===== src/rtl/dht11_pkg.sv =====
// Shared command/response codes, FSM state type and helpers for the DHT11 read scheduler.
package dht11_pkg;

   localparam logic [7:0] CMD_TEMP_INT   = 8'h01;
   localparam logic [7:0] CMD_HUM_INT    = 8'h02;
   localparam logic [7:0] CMD_TEMP_FLOAT = 8'h03;
   localparam logic [7:0] CMD_HUM_FLOAT  = 8'h04;
   localparam logic [7:0] CMD_STATUS     = 8'h05;

   localparam logic [7:0] RSP_OK         = 8'h10;
   localparam logic [7:0] RSP_STATUS     = 8'h1F;
   localparam logic [7:0] RSP_SNS_ERR    = 8'hE1;
   localparam logic [7:0] RSP_CHK_ERR    = 8'hE2;
   localparam logic [7:0] RSP_TIMEOUT    = 8'hE3;
   localparam logic [7:0] RSP_INVALID    = 8'hEF;

   localparam logic [7:0] SENSOR_ENABLE_CODE = 8'h01;

   typedef enum logic [2:0] {
      ST_IDLE,
      ST_DECODE,
      ST_GAP_WAIT,
      ST_START,
      ST_RUN,
      ST_CHECK,
      ST_RESP
   } state_t;

   function automatic logic is_read_cmd(input logic [7:0] code);
      return (code >= CMD_TEMP_INT) && (code <= CMD_HUM_FLOAT);
   endfunction

   // Picks the byte a read command asks for; non-read codes yield 0.
   function automatic logic [7:0] select_byte(input logic [7:0] code,
                                              input logic [7:0] hum_int,
                                              input logic [7:0] hum_float,
                                              input logic [7:0] temp_int,
                                              input logic [7:0] temp_float);
      case (code)
         CMD_TEMP_INT:   return temp_int;
         CMD_HUM_INT:    return hum_int;
         CMD_TEMP_FLOAT: return temp_float;
         CMD_HUM_FLOAT:  return hum_float;
         default:        return 8'h00;
      endcase
   endfunction

endpackage


===== src/rtl/dht11_interval_timer.sv =====
// Saturating interval counter: counts every cycle up to LIMIT, flags when it gets there.
module dht11_interval_timer #(
   parameter int LIMIT = 100_000_000
) (
   input  logic clock,
   input  logic reset,
   input  logic clear,
   output logic expired
);

   localparam int W = $clog2(LIMIT + 1);

   logic [W-1:0] count;

   always_ff @(posedge clock) begin
      if (reset || clear) begin
         count <= '0;
      end else if (count != W'(LIMIT)) begin
         count <= count + 1'b1;
      end
   end

   assign expired = (count == W'(LIMIT));

endmodule


===== src/rtl/dht11_read_scheduler.sv =====
// Command/response front end for a DHT11 reader: rate-limits sensor transactions,
// caches the last good reading and reports sensor, checksum and timeout faults.
module dht11_read_scheduler
   import dht11_pkg::*;
#(
   parameter int MIN_GAP_CYCLES = 100_000_000,
   parameter int TIMEOUT_CYCLES = 5_000_000
) (
   input  logic       clock,
   input  logic       reset,
   input  logic       cmd_valid,
   output logic       cmd_ready,
   input  logic [7:0] cmd_code,
   output logic       rsp_valid,
   input  logic       rsp_ready,
   output logic [7:0] rsp_code,
   output logic [7:0] rsp_data,
   output logic [7:0] sns_enable,
   output logic       sns_reset,
   input  logic       sns_done,
   input  logic       sns_error,
   input  logic       sns_hold,
   input  logic [7:0] sns_hum_int,
   input  logic [7:0] sns_hum_float,
   input  logic [7:0] sns_temp_int,
   input  logic [7:0] sns_temp_float,
   input  logic [7:0] sns_checksum
);

   state_t      state;
   logic [7:0]  cmd;
   logic        cache_valid;
   logic [7:0]  hum_int_c, hum_float_c, temp_int_c, temp_float_c;
   logic [25:0] timeout_count;
   logic [25:0] timeout_inc;
   logic        gap_expired;
   logic [7:0]  sum;
   logic [7:0] cached_byte, live_byte;

   // The gap restarts at every transaction start, so starts are at least MIN_GAP_CYCLES apart.
   dht11_interval_timer #(.LIMIT(MIN_GAP_CYCLES)) gap_timer (
      .clock   (clock),
      .reset   (reset),
      .clear   (state == ST_START),
      .expired (gap_expired)
   );

   assign timeout_inc = timeout_count + 26'd1;
   assign sum         = sns_hum_int + sns_hum_float + sns_temp_int + sns_temp_float;
   assign cached_byte = select_byte(cmd, hum_int_c, hum_float_c, temp_int_c, temp_float_c);
   assign live_byte   = select_byte(cmd, sns_hum_int, sns_hum_float, sns_temp_int, sns_temp_float);

   always_ff @(posedge clock) begin
      if (reset) begin
         state         <= ST_IDLE;
         cmd           <= 8'h00;
         cmd_ready     <= 1'b0;
         rsp_valid     <= 1'b0;
         rsp_code      <= 8'h00;
         rsp_data      <= 8'h00;
         sns_enable    <= 8'h00;
         sns_reset     <= 1'b0;
         cache_valid   <= 1'b0;
         hum_int_c     <= 8'h00;
         hum_float_c   <= 8'h00;
         temp_int_c    <= 8'h00;
         temp_float_c  <= 8'h00;
         timeout_count <= 26'd0;
      end else begin
         case (state)
            ST_IDLE: begin
               if (cmd_valid && cmd_ready) begin
                  cmd       <= cmd_code;
                  cmd_ready <= 1'b0;
                  state     <= ST_DECODE;
               end else begin
                  cmd_ready <= 1'b1;
               end
            end
            ST_DECODE: begin
               if (cmd == CMD_STATUS) begin
                  rsp_valid <= 1'b1;
                  rsp_code  <= RSP_STATUS;
                  rsp_data  <= {6'b0, cache_valid, gap_expired};
                  state     <= ST_RESP;
               end else if (!is_read_cmd(cmd)) begin
                  rsp_valid <= 1'b1;
                  rsp_code  <= RSP_INVALID;
                  rsp_data  <= 8'h00;
                  state     <= ST_RESP;
               end else if (cache_valid && !gap_expired) begin
                  rsp_valid <= 1'b1;
                  rsp_code  <= RSP_OK;
                  rsp_data  <= cached_byte;
                  state     <= ST_RESP;
               end else begin
                  state <= ST_GAP_WAIT;
               end
            end
            ST_GAP_WAIT: begin
               if (gap_expired) begin
                  sns_enable <= SENSOR_ENABLE_CODE;
                  sns_reset  <= 1'b1;
                  state      <= ST_START;
               end
            end
            ST_START: begin
               sns_reset     <= 1'b0;
               timeout_count <= 26'd0;
               state         <= ST_RUN;
            end
            ST_RUN: begin
               if (sns_error) begin
                  sns_enable  <= 8'h00;
                  cache_valid <= 1'b0;
                  rsp_valid   <= 1'b1;
                  rsp_code    <= RSP_SNS_ERR;
                  rsp_data    <= 8'h00;
                  state       <= ST_RESP;
               end else if (sns_done && !sns_hold) begin
                  sns_enable <= 8'h00;
                  state      <= ST_CHECK;
               end else begin
                  timeout_count <= timeout_inc;
                  if (timeout_inc == 26'(TIMEOUT_CYCLES)) begin
                     sns_enable  <= 8'h00;
                     cache_valid <= 1'b0;
                     rsp_valid   <= 1'b1;
                     rsp_code    <= RSP_TIMEOUT;
                     rsp_data    <= 8'h00;
                     state       <= ST_RESP;
                  end
               end
            end
            ST_CHECK: begin
               rsp_valid <= 1'b1;
               state     <= ST_RESP;
               if (sum == sns_checksum) begin
                  hum_int_c    <= sns_hum_int;
                  hum_float_c  <= sns_hum_float;
                  temp_int_c   <= sns_temp_int;
                  temp_float_c <= sns_temp_float;
                  cache_valid  <= 1'b1;
                  rsp_code     <= RSP_OK;
                  rsp_data     <= live_byte;
               end else begin
                  cache_valid <= 1'b0;
                  rsp_code    <= RSP_CHK_ERR;
                  rsp_data    <= 8'h00;
               end
            end
            ST_RESP: begin
               if (rsp_ready) begin
                  rsp_valid <= 1'b0;
                  cmd_ready <= 1'b1;
                  state     <= ST_IDLE;
               end
            end
            default: state <= ST_IDLE;
         endcase
      end
   end

endmodule

===== config.mk =====
export PLATFORM = sky130hd
export DESIGN_NAME = dht11_read_scheduler
export DESIGN_NICKNAME = d
export VERILOG_FILES = /design/src/rtl/dht11_pkg.sv /design/src/rtl/dht11_interval_timer.sv /design/src/rtl/dht11_read_scheduler.sv
export SDC_FILE = /design/constraint.sdc
export NUM_CORES = 1
export LEC_CHECK = 0
export CAP_MARGIN = 0
export CELL_PAD_IN_SITES_DETAIL_PLACEMENT = 1
export CELL_PAD_IN_SITES_GLOBAL_PLACEMENT = 2
export CORE_MARGIN = 2
export CORE_UTILIZATION = 30
export CTS_CLUSTER_DIAMETER = 50
export DETAILED_ROUTE_END_ITERATION = 7
export GPL_TIMING_DRIVEN = 0
export PLACE_DENSITY_LB_ADDON = 0.1
export SYNTH_ARGS = -nofsm -noshare
export SYNTH_HDL_FRONTEND = slang
export SYNTH_SLANG_ARGS = --single-unit

===== constraint.sdc =====
create_clock -name clock -period 4.7 [get_ports clock]
set_input_delay 0.47 -clock clock [delete_from_list [all_inputs] [get_ports clock]]
set_output_delay 0.47 -clock clock [all_outputs]
set_load 0.05 [all_outputs]

==> results_dict.tcl <==
set metrics [dict create \
    grt_pass1_wl_mm 35.2 \
    path_class "primary input to register" \
    ios 82 \
    yosysUniqueCellTypes 64 \
    internal_power_mw 2.17 \
    multi_input_area_mm2 0.00398 \
    cp_max_fo 10 \
    drv_cap 0 \
    fin_util_pct 38.5 \
    finalSetupViolCount 0 \
    yosys.area.top_type_share_pct 34.6 \
    routed_via_density 5.29 \
    clk_latency_ns 0.43 \
    dr.first_iter.drc_count 219 \
    yosysSeqAreaShare_pct 34.6 \
    rr_endpoint "rsp_data[1]" \
    fmax_mhz 221 \
    cts.reportedPaths.clkPinSlew_ns 0.06 \
    portBuffers 73 \
    p_switching_mw 1.18 \
    final-seq-area_mm2 0.00228 \
    ys_warn_count 0 \
    min_path_cells 2 \
    grt_overflow_total 0 \
    antenna_found_initial 0 \
    cp-end-kind "register" \
    post-route-min-period_ns 4.52 \
    die_h_um 152 \
    synth_top_cell_by_area "dfxtp_1" \
    whs_ns 0.461 \
    clockBufferDepth 2 \
    rsz0062_at_grt "no" \
    cts_inserted_buffers 17 \
    die_area_mm2 0.0232 \
    seqPwrFrac_pct 31.7 \
    max_slew.worst_pin.slew_ns 1.19 \
    clock-root-buffer "clkbuf_16" \
    syn_area_per_cell_um2 8.23 \
    slew_violations 0 \
    synth_seq_cells 114 \
    final.setup_skew_ns 0.0105 \
    syn_inst 801 \
    fin_nets 979 \
    rrSetupSlack_ns 0.90 \
    grt_pass1_vias 6742 \
    hold_viol_final 0 \
    p_leak_nw 3.09 \
    cts_htree_levels 4 \
    crit_required_ns 4.99 \
    worstHoldStart "cmd[4]" \
    grt_max_degree 17 \
    num_rows 54 \
    rr_startpoint "timeout_count[0]" \
    relSlewSlack_pct 19.7 \
    antenna_cells 0 \
    p_per_area_mw_per_mm2 401 \
    synth_edf_count 0 \
    ant_nets 0 \
    drive_above_1_share_pct 8.76 \
    route.met2.wl_mm 11.0 \
    place_hpwl_mm 16.6 \
    clkPwrFrac_pct 38.5 \
    hold_end "cmd[4]" \
    min_path_type "register to register" \
    combPwrFrac_pct 29.7 \
    nFillCells 2534 \
    grt_use_total_pct 19.2 \
    cts_tree "built" \
    syn-cell-area_mm2 0.00659 \
    dr.pass1.iters 4 \
    startpoint_type "primary input" \
    timing.final.crit_share_pct 96.2 \
    peakVddDrop_v 0.000179 \
    p_sw_share_pct 35.3 \
    die_x_um 152 \
    status "completed" \
    postCtsHoldBufs 0 \
    initial_core_util_pct 30.4 \
    worstRegToRegCells 10 \
    routed_wl_mm 22.0 \
    area_delta_synth_final_pct 26.7 \
    gp_congestion 0.821 \
    wl_met3_um 649 \
    cp.arrival_ns 4.81 \
    synthFlopType "dfxtp_1" \
    wl_met1_mm 9.80 \
    async_reset_ff_share_pct 0 \
    dr_total_vias 6313 \
    highest_layer "met4" \
    core_mm2 0.0217 \
    post-route-drc-count 0 \
    ys_top_cells_by_area "dfxtp_1 (35%), nor2_1 (6.4%), mux2i_1 (5.9%)" \
    cts.sinks 114 \
    wire_per_inst_um 18.4 \
    postCtsSetupBuffers 0 \
]
## synth_stat cells (12+ instances only)
cell type,count
nor2_1,112
clkbuf_1,45
mux2i_1,39
a21oi_1,63
xor2_1,14
nand4_1,14
nor4_1,15
or3_1,12
xnor2_1,32
nand3_1,29
dfxtp_1,114
a221oi_1,14
fa_1,14
nand2_1,54
o21ai_0,35
nor3_1,17
inv_1,24
a22o_1,14
## flip-flops by register name, summed over array words and instances (netlist names), 8 cells and up
| register | count |
|---|---|
| temp_float_c | 8 |
| hum_int_c | 8 |
| cmd | 8 |
| gap_timer.count | 27 |
| temp_int_c | 8 |
| hum_float_c | 8 |
| timeout_count | 26 |
| rsp_data | 8 |
## repair_timing
item	4_1_cts	5_1_grt
setup endpoints to repair	43	19
hold endpoints to repair	0	0
pin swaps	0	0
resized for setup	19	5
## layer usage
metal  vias up  track usage, %
met4         0            6.94
met1      3100            23.0
li1       3053               -
met3        40            3.64
met5         -               0
met2       120            34.1
## how the worst max path moves through the flow
stage	start	endpoint	slack (ns)	depth (start not counted)
2_1_floorplan	sns_hum_int[1]	hum_float_c[0]	0.11	16
3_3_place_gp	sns_hum_int[1]	hum_float_c[0]	-1.18	17
3_5_place_dp	sns_hum_int[1]	hum_float_c[5]	-1.26	17
4_1_cts	sns_hum_int[1]	hum_float_c[5]	0.05	17
5_1_grt	sns_hum_int[1]	temp_int_c[3]	0.04	17
6_report	sns_hum_int[1]	hum_int_c[6]	0.18	17
## worst max-delay path, stage by stage
cell and delay [ns]:
dlygate4sd2_1 0.28, fa_1 0.54, inv_1 0.05, fa_1 0.49, inv_1 0.04, ha_1 0.24, fa_2 0.36, a21o_1 0.22
a21oi_4 0.19, xnor2_1 0.10, or4_4 0.57, or4_1 0.52, clkbuf_1 0.13, buf_4 0.19, clkbuf_8 0.18, a21oi_1 0.16
nor2_1 0.06
## cell usage in the layout (no fill, tap or decap), drive strengths merged, types with 27 or more instances in the layout
cell type and n:
o21ai 35, nor2 112, mux2i 39, nand3 30, nand2 54, clkdlybuf4s50 70, dfxtp 114, xnor2 32
a21oi 63, inv 27, clkbuf 61
## cell families (layout without fill, tap and decap cells)
kind of cell    count (synthesis)  count (layout)  share of synthesized area, %
other cells                     1               7                        0.0569
simple gates                  309             309                          23.5
buf+inv                        90             196                          5.96
mux                            39              39                          5.92
xor+xnor                       46              46                          6.11
fa+ha+maj                      24              24                          6.15
flops                         114             114                          34.6
compound gates                178             178                          17.7
## area by class of cell
type / instances / share of cell area [%]
repair buffers: 74 / 8.80
plain buffers: 65 / 3.91
flip-flops and latches: 114 / 27.3
inverters: 25 / 1.12
clock inverters: 15 / 1.89
clock buffers: 17 / 5.10
multi-input cells: 603 / 47.6
well taps: 280 / 4.20
## per-stage QoR
stage / setup TNS (ns) / instances / instance area, um^2 / setup slack [ns] / power, mW
3_3_place_gp: -40.94 / 1160 / 7690 / -1.18 / 2.04
3_5_place_dp: -43.57 / 1161 / 7720 / -1.26 / 2.07
4_1_cts: 0 / 1193 / 8340 / 0.0502 / 3.38
6_report: 0 / 1193 / 8350 / 0.180 / 3.34
2_1_floorplan: 0 / 807 / 6610 / 0.108 / 1.72
5_1_grt: 0 / 1193 / 8350 / 0.0422 / 3.51
## power groups by stage
| stage | Sequential, mW | Combinational [mW] | Clock [mW] |
|---|---|---|---|
| detailed placement | 1.08 | 0.987 | 0 |
| CTS | 1.06 | 1.00 | 1.32 |
| global route | 1.07 | 1.08 | 1.37 |
| floorplan | 1.13 | 0.590 | 0 |
| global placement | 1.08 | 0.958 | 0 |
| finish | 1.06 | 0.995 | 1.29 |
Note: power is estimated with default switching activity, not from simulation.
